==> src/rtl/alu_pkg.sv <==
// Shared ALU encodings, request payload and decode helpers for the RV32 ALU and its arbiter.
package alu_pkg;

  localparam int unsigned XLEN = 32;
  localparam int unsigned NREQ = 2;
  localparam int unsigned SHAMT_W = 5;

  localparam logic [2:0] F3_ADD  = 3'b000;
  localparam logic [2:0] F3_SLL  = 3'b001;
  localparam logic [2:0] F3_SLT  = 3'b010;
  localparam logic [2:0] F3_SLTU = 3'b011;
  localparam logic [2:0] F3_XOR  = 3'b100;
  localparam logic [2:0] F3_SR   = 3'b101;
  localparam logic [2:0] F3_OR   = 3'b110;
  localparam logic [2:0] F3_AND  = 3'b111;

  localparam logic [6:0] F7_BASE = 7'b0000000;
  localparam logic [6:0] F7_ALT  = 7'b0100000;

  typedef struct packed {
    logic [XLEN-1:0] in1;
    logic [XLEN-1:0] in2;
    logic [2:0]      funct3;
    logic [6:0]      funct7;
  } alu_req_t;

  // Illegal-op decode: funct3 010/011 rejected; funct7 may only select the alternate op on ADD/SR
  function automatic logic is_illegal(input logic [2:0] f3, input logic [6:0] f7);
    logic ill;
    case (f3)
      F3_SLT, F3_SLTU: ill = 1'b1;
      F3_ADD, F3_SR:   ill = (f7 != F7_BASE) && (f7 != F7_ALT);
      default:         ill = (f7 != F7_BASE);
    endcase
    return ill;
  endfunction

  function automatic logic is_shift(input logic [2:0] f3);
    return (f3 == F3_SLL) || (f3 == F3_SR);
  endfunction

endpackage

==> src/rtl/alu.sv <==
// Combinational RV32 integer ALU; shift amount taken from in2[4:0].
module alu
  import alu_pkg::*;
(
  input  alu_req_t        req,
  output logic [XLEN-1:0] result
);

  logic [SHAMT_W-1:0] shamt;
  logic               alt;

  assign shamt = req.in2[SHAMT_W-1:0];
  assign alt   = (req.funct7 == F7_ALT);

  always_comb begin
    result = '0;
    case (req.funct3)
      F3_ADD:  result = alt ? (req.in1 - req.in2) : (req.in1 + req.in2);
      F3_SLL:  result = req.in1 << shamt;
      F3_XOR:  result = req.in1 ^ req.in2;
      F3_SR:   result = alt ? XLEN'($signed(req.in1) >>> shamt) : (req.in1 >> shamt);
      F3_OR:   result = req.in1 | req.in2;
      F3_AND:  result = req.in1 & req.in2;
      default: result = '0;
    endcase
  end

endmodule

==> src/rtl/alu_arbiter.sv <==
// Two-requester front end sharing one ALU; one registered response outstanding at a time.
module alu_arbiter
  import alu_pkg::*;
#(
  parameter int unsigned PRIORITY_MODE = 0
) (
  input  logic                      clk,
  input  logic                      reset,
  input  logic [NREQ-1:0]           req_valid,
  output logic [NREQ-1:0]           req_ready,
  input  logic [NREQ-1:0][XLEN-1:0] req_in1,
  input  logic [NREQ-1:0][XLEN-1:0] req_in2,
  input  logic [NREQ-1:0][2:0]      req_funct3,
  input  logic [NREQ-1:0][6:0]      req_funct7,
  output logic [NREQ-1:0]           resp_valid,
  input  logic [NREQ-1:0]           resp_ready,
  output logic [XLEN-1:0]           resp_result,
  output logic                      resp_negative,
  output logic                      resp_zero,
  output logic                      resp_illegal
);

  typedef enum logic {IDLE, HOLD} state_t;

  state_t          state;
  logic            rr_prio;
  logic            consume_c;
  logic            can_accept_c;
  logic            accept_c;
  logic            idx_c;
  logic            illegal_c;
  logic [NREQ-1:0] grant_c;
  alu_req_t        sel_c;
  logic [XLEN-1:0] alu_result;

  // resp_valid is one-hot, so only the owner's resp_ready can consume
  assign consume_c    = |(resp_valid & resp_ready);
  assign can_accept_c = (state == IDLE) || consume_c;

  always_comb begin
    grant_c = req_valid;
    if (req_valid == 2'b11) begin
      grant_c = ((PRIORITY_MODE == 0) && rr_prio) ? 2'b10 : 2'b01;
    end
  end

  assign req_ready = (can_accept_c && !reset) ? grant_c : '0;
  assign accept_c  = |req_ready;
  assign idx_c     = grant_c[1];

  always_comb begin
    sel_c.in1    = req_in1[idx_c];
    sel_c.in2    = req_in2[idx_c];
    sel_c.funct3 = req_funct3[idx_c];
    sel_c.funct7 = req_funct7[idx_c];
    if (is_shift(req_funct3[idx_c])) begin
      sel_c.in2 = XLEN'(req_in2[idx_c][SHAMT_W-1:0]);
    end
  end

  assign illegal_c = is_illegal(sel_c.funct3, sel_c.funct7);

  alu u_alu (
    .req    (sel_c),
    .result (alu_result)
  );

  // Response register and handshake state; rr_prio names the requester favoured on contention
  always_ff @(posedge clk) begin
    if (reset) begin
      state         <= IDLE;
      resp_valid    <= '0;
      resp_result   <= '0;
      resp_negative <= 1'b0;
      resp_zero     <= 1'b0;
      resp_illegal  <= 1'b0;
      rr_prio       <= 1'b0;
    end else if (accept_c) begin
      state         <= HOLD;
      resp_valid    <= req_ready;
      resp_illegal  <= illegal_c;
      resp_result   <= illegal_c ? '0 : alu_result;
      resp_negative <= !illegal_c && alu_result[XLEN-1];
      resp_zero     <= !illegal_c && (alu_result == '0);
      rr_prio       <= req_ready[0];
    end else if (consume_c) begin
      state      <= IDLE;
      resp_valid <= '0;
    end
  end

endmodule

==> config.mk <==
export PLATFORM = sky130hd
export DESIGN_NAME = alu_arbiter
export DESIGN_NICKNAME = d
export VERILOG_FILES = /design/src/rtl/alu_pkg.sv /design/src/rtl/alu.sv /design/src/rtl/alu_arbiter.sv
export SDC_FILE = /design/constraint.sdc
export NUM_CORES = 1
export LEC_CHECK = 0
export BUFFER_PORTS_ARGS = -buffer_cell sky130_fd_sc_hd__buf_2
export CAP_MARGIN = 20
export CORE_ASPECT_RATIO = 0.7
export CORE_UTILIZATION = 40
export DETAILED_ROUTE_END_ITERATION = 12
export GPL_TIMING_DRIVEN = 0
export PLACE_DENSITY = 0.69
export SLEW_MARGIN = 20
export SYNTH_ARGS = -nofsm -noshare
export SYNTH_HDL_FRONTEND = slang
export SYNTH_SLANG_ARGS = --single-unit
==> constraint.sdc <==
create_clock -name clk -period 7.8 [get_ports clk]
set_input_delay 0 -clock clk [delete_from_list [all_inputs] [get_ports clk]]
set_output_delay 0 -clock clk [all_outputs]
set_load 0.005 [all_outputs]
==> qor.log <==
[pwr] combinational group share of total power 77.9%
[clocking] clock input transition at the sequential cells of the worst setup and hold paths 0.06 ns
[clocking] Clock Tree Root sky130_fd_sc_hd__clkbuf_16
[floorplanning] DIE AREA 0.03273 mm2
[worst_hold_path] type of the most critical hold path primary input to register
[clocking] CTS tree built
[pwr] static leakage 6.396 nW
[clocking] CTS Sinks 38
[placed_design] Port Buffers 184
[worst_hold_path] terminating pin of the worst hold path resp_valid[0]$_SDFFE_PP0P_
[job] max cap viols 0
[pwr] switching part of the total power 58.40%
[finish] commonest non-fill, non-tap cell in the layout sky130_fd_sc_hd__buf_2
[floorplanning] number of placement rows 54
[yosys] EDFF count, synth 0
[worst_setup_path] Max FO, Critical Path 10
[yosys] Post-Syn Area per Cell 6.775 um2
[worst_setup_path] critical register-to-register path startpoint rr_prio$_SDFFE_PP0P_
[pwr] cell internal power dissipation 0.8694 mW
[sta] crit share post-route 100.1%
[pwr] NetSw 1.220 mW
[sta] Final Hold Fails 0
[routing] DRC violation total after the first TritonRoute iteration 3140
[worst_setup_path] Worst R2R Setup Slack -0.007 ns
[routing] vias per cell 7.262
[routing] routed wire length per instance 34.42 um
[yosys] async set-reset flop share out of synthesis 0%
[global_routing] global-route total usage across every layer 50.36%
[outcome] violations in the final reports setup timing
[routing] DRT Wirelength 86020 um
[yosys] Netlist cell types 88
[clocking] source-to-sink clock delay at the later pin of the worst-skew pair 0.28 ns
[floorplanning] I/O pin count 193
[sta] post-route clock skew 0.002448 ns
[routing] number of detailed-route iterations in the first pass 7
[global_routing] initial antenna violation count 2
[pwr] maximum resistive drop on vdd 169.9 uV
[placed_design] Placer Congestion 1.129
[worst_setup_path] endpoint kind of the worst setup timing path register
[yosys] synthesis-stage register bit count 38
[clocking] Clock Path Buffers 2
[global_routing] largest net degree at the start of global routing 21
[worst_setup_path] Crit Reg-Reg Endpoint resp_zero$_SDFFE_PP0P_
[sta] final worst slack -0.007378 ns
[floorplanning] starting density of the core 40.91%
[yosys] top flip-flop cell by instance count after synthesis sky130_fd_sc_hd__dfxtp_1
[yosys] fraction of the yosys area taken by sequential cells 5.944%
[clocking] total number of H-tree levels 2
[sta] fin crit period 7.807 ns
[yosys] biggest area contributors in the synthesized netlist sky130_fd_sc_hd__mux2i_1, sky130_fd_sc_hd__ha_1, sky130_fd_sc_hd__o21ai_0, sky130_fd_sc_hd__dfxtp_1, sky130_fd_sc_hd__nand2_1
[yosys] Gate Count Post-Synth 1889
[yosys] synthesized area 0.01280 mm2
[sta] Slew @ Worst Pin 1.315 ns
[worst_setup_path] Crit Path Class register to register
[worst_setup_path] logic depth of the worst path, buffers included 23
[pwr] P per Cell Area 141.5 mW/mm2
[finish] share of cells above drive strength 1 18.72%
[finish] area added between synthesis and finish 15.36%
[worst_setup_path] cell repeated most along the worst path sky130_fd_sc_hd__or4_1
[sta] Peak Freq 0.1281 GHz
[pwr] sequential share of power 9.5%
[floorplanning] die boundary height 151.7 um
[sta] final number of max-transition violations 0
[worst_setup_path] ordered cell list for the critical path and2b_2, nor2_4, buf_4, buf_2, buf_2, a21oi_1, a2111oi_2, nand3b_1, nand2_1, xnor2_1, ha_1, clkbuf_1, nand3_1, nor2_1, a22o_1, a21o_1, xor2_1, a2111o_1, or4_1, or4_1, or4_1, or4_1, nand2_1
[routing] total DRC errors in the routed layout 0
[worst_setup_path] top cell family by delay on the critical path simple AND/OR/NAND/NOR gates
[sta] setup violation total in the final timing report 1
[worst_hold_path] number of instances on the worst hold path 3
[worst_setup_path] data required time of the worst path 8.02 ns
[global_routing] overflow left after global routing 0
[worst_setup_path] CP startpoint kind register
[routing] vias after detailed routing 18150
[worst_setup_path] path depth of the worst reg2reg path 23
[yosys] total nets after synthesis 2141
[worst_hold_path] min-delay src req_valid[0]
[outcome] result of the run finished, violations left
[placed_design] number of placed instances, taps included 2494
[yosys] fraction of post-synthesis cell area in the top cell type by area 11.65%
[sta] setup repair after global routing missed its margin no
[global_routing] number of global-route vias before repair 15980
[sta] tightest slew margin relative to the limit 11.44%
[worst_setup_path] data arrival time at the worst-slack endpoint 8.03 ns
[global_routing] global-route wire length before repair 117700 um
[yosys] largest area contributor in the netlist sky130_fd_sc_hd__mux2i_1
[placed_design] post-detail-place hpwl 71180 um
[floorplanning] Core Area 0.03128 mm2
[worst_setup_path] Worst Path Buf+Inv 4
[sta] post-route worst hold slack 0.07335 ns
[finish] leading cell types in the layout, fill and taps excluded sky130_fd_sc_hd__buf_2, sky130_fd_sc_hd__nand2_1, sky130_fd_sc_hd__nor2_1
[floorplanning] Die X 215.8 um
[worst_setup_path] largest stage delay on the critical path 0.76 ns
[finish] post-layout net count 2329
[pwr] Clock Power Share 12.6%
[routing] post-route ant nets 0
[yosys] synth warn 0
[clocking] number of buffers created by CTS 5
[finish] number of cells in the finished layout apart from fillers 2499
[worst_setup_path] highest-delay cell along the critical path sky130_fd_sc_hd__a2111oi_2
[cell usage after synthesis, types with 6 or more instances]
cell type                   count
sky130_fd_sc_hd__inv_1         82
sky130_fd_sc_hd__nand3_1       50
sky130_fd_sc_hd__a21oi_1      130
sky130_fd_sc_hd__nor3b_1        7
sky130_fd_sc_hd__a22oi_1       41
sky130_fd_sc_hd__nor2_1       168
sky130_fd_sc_hd__or2_2          6
sky130_fd_sc_hd__a311oi_1       6
sky130_fd_sc_hd__a2111oi_0      7
sky130_fd_sc_hd__o22ai_1       26
sky130_fd_sc_hd__a31oi_1       20
sky130_fd_sc_hd__a211oi_1      30
sky130_fd_sc_hd__o211ai_1      58
sky130_fd_sc_hd__or4_1         10
sky130_fd_sc_hd__xor2_1        11
sky130_fd_sc_hd__nand2_1      194
sky130_fd_sc_hd__o311ai_0       8
sky130_fd_sc_hd__and2_1         9
sky130_fd_sc_hd__buf_1         24
sky130_fd_sc_hd__buf_2         45
sky130_fd_sc_hd__mux4_2         9
sky130_fd_sc_hd__clkbuf_1      71
sky130_fd_sc_hd__nor3_1        35
sky130_fd_sc_hd__o221ai_1      14
sky130_fd_sc_hd__mux2i_1      149
sky130_fd_sc_hd__nor4_1        11
sky130_fd_sc_hd__dfxtp_1       38
sky130_fd_sc_hd__mux2_2        42
sky130_fd_sc_hd__o21ai_0      155
sky130_fd_sc_hd__o21a_1         6
sky130_fd_sc_hd__nor2b_1       15
sky130_fd_sc_hd__buf_4          8
sky130_fd_sc_hd__a31o_2         9
sky130_fd_sc_hd__and3_1        18
sky130_fd_sc_hd__o31ai_1       12
sky130_fd_sc_hd__or3_1          6
sky130_fd_sc_hd__nand4_1       48
sky130_fd_sc_hd__nand2b_1      37
sky130_fd_sc_hd__a21o_1        16
sky130_fd_sc_hd__ha_1          97
sky130_fd_sc_hd__o2111ai_1     14
sky130_fd_sc_hd__xnor2_1       42
sky130_fd_sc_hd__a221oi_1      19
[repair_timing]
| action | CTS | global route |
|---|---|---|
| resized for setup | 67 | 34 |
| pin swaps | 1 | 4 |
| setup buffers | 3 | 1 |
| hold buffers | 0 | 0 |
| gates cloned | 0 | 0 |
| setup endpoints to repair | 26 | 1 |
[registers in the layout, indices dropped and copies added (netlist names)]
register / count
rr_prio: 1
resp_result: 32
resp_illegal: 1
resp_valid: 2
state: 1
resp_zero: 1
[logic make-up after synthesis]
kind of cell,after synthesis,synth area share (%)
buffers and inverters,237,7.821
DFF,38,5.944
muxes,201,17.05
AOI/OAI and AO/OA,628,32.29
xor gates and xnor gates,53,3.627
and+or+nand+nor,634,23.63
adders and majority gates,98,9.639
[per-layer routing]
layer  part of all wire (%)  GRT usage (%)  up-vias
met5                   0.35          6.212        -
met4                    5.4          23.16        6
met3                     18          24.75      297
met2                     37          66.53     1743
met1                     40          66.49     8631
li1                       -              -     7471
[layout make-up]
cell class | count | area (um2)
clock inverter | 3 | 68.82
inverter | 86 | 325.3
clock buffer | 5 | 125.1
multi-input combinational | 1614 | 11260
sequential | 38 | 760.7
fill | 3261 | 16520
timing repair buffer | 189 | 955.9
antenna | 1 | 2.502
tap | 420 | 525.5
buffer | 143 | 738.2
[how the worst max path moves through the flow]
stage | from | endpoint | slack, ns
after floorplan | rr_prio$_SDFFE_PP0P_ | resp_zero$_SDFFE_PP0P_ | 0.81
after global placement | rr_prio$_SDFFE_PP0P_ | resp_zero$_SDFFE_PP0P_ | -2.83
after detailed placement | rr_prio$_SDFFE_PP0P_ | resp_zero$_SDFFE_PP0P_ | -2.37
after CTS | rr_prio$_SDFFE_PP0P_ | resp_zero$_SDFFE_PP0P_ | 0.05
after global routing | rr_prio$_SDFFE_PP0P_ | resp_zero$_SDFFE_PP0P_ | 0.004
final | rr_prio$_SDFFE_PP0P_ | resp_zero$_SDFFE_PP0P_ | -0.007
[power by group through the flow]
| stage | registers, mW | logic (mW) | clock network (mW) |
|---|---|---|---|
| floorplan | 0.202 | 0.877 | 0 |
| global placement | 0.202 | 1.47 | 0 |
| detailed placement | 0.202 | 1.47 | 0 |
| CTS | 0.198 | 1.50 | 0.262 |
| global route | 0.198 | 1.66 | 0.273 |
| finish | 0.198 | 1.63 | 0.263 |
[per-stage QoR]
stage                     util (%)  setup WS (ns)  total power, mW  instance area, um2    TNS, ns
after floorplan                  -         0.8146            1.079               12800          0
after global placement       45.54         -2.829            1.667               14240     -35.19
after detailed placement     45.66         -2.374            1.674               14280     -21.58
after CTS                    46.92        0.04560            1.957               14680          0
after global routing         47.19       0.004090            2.127               14760          0
final                        47.20      -0.007378            2.090               14760  -0.007378
[tightest hold or removal path: stages]
cell and delay [ns]:
sky130_fd_sc_hd__buf_2 0.14, sky130_fd_sc_hd__nand3_1 0.10, sky130_fd_sc_hd__a21oi_1 0.06
Note: power is estimated with default switching activity, not from simulation.
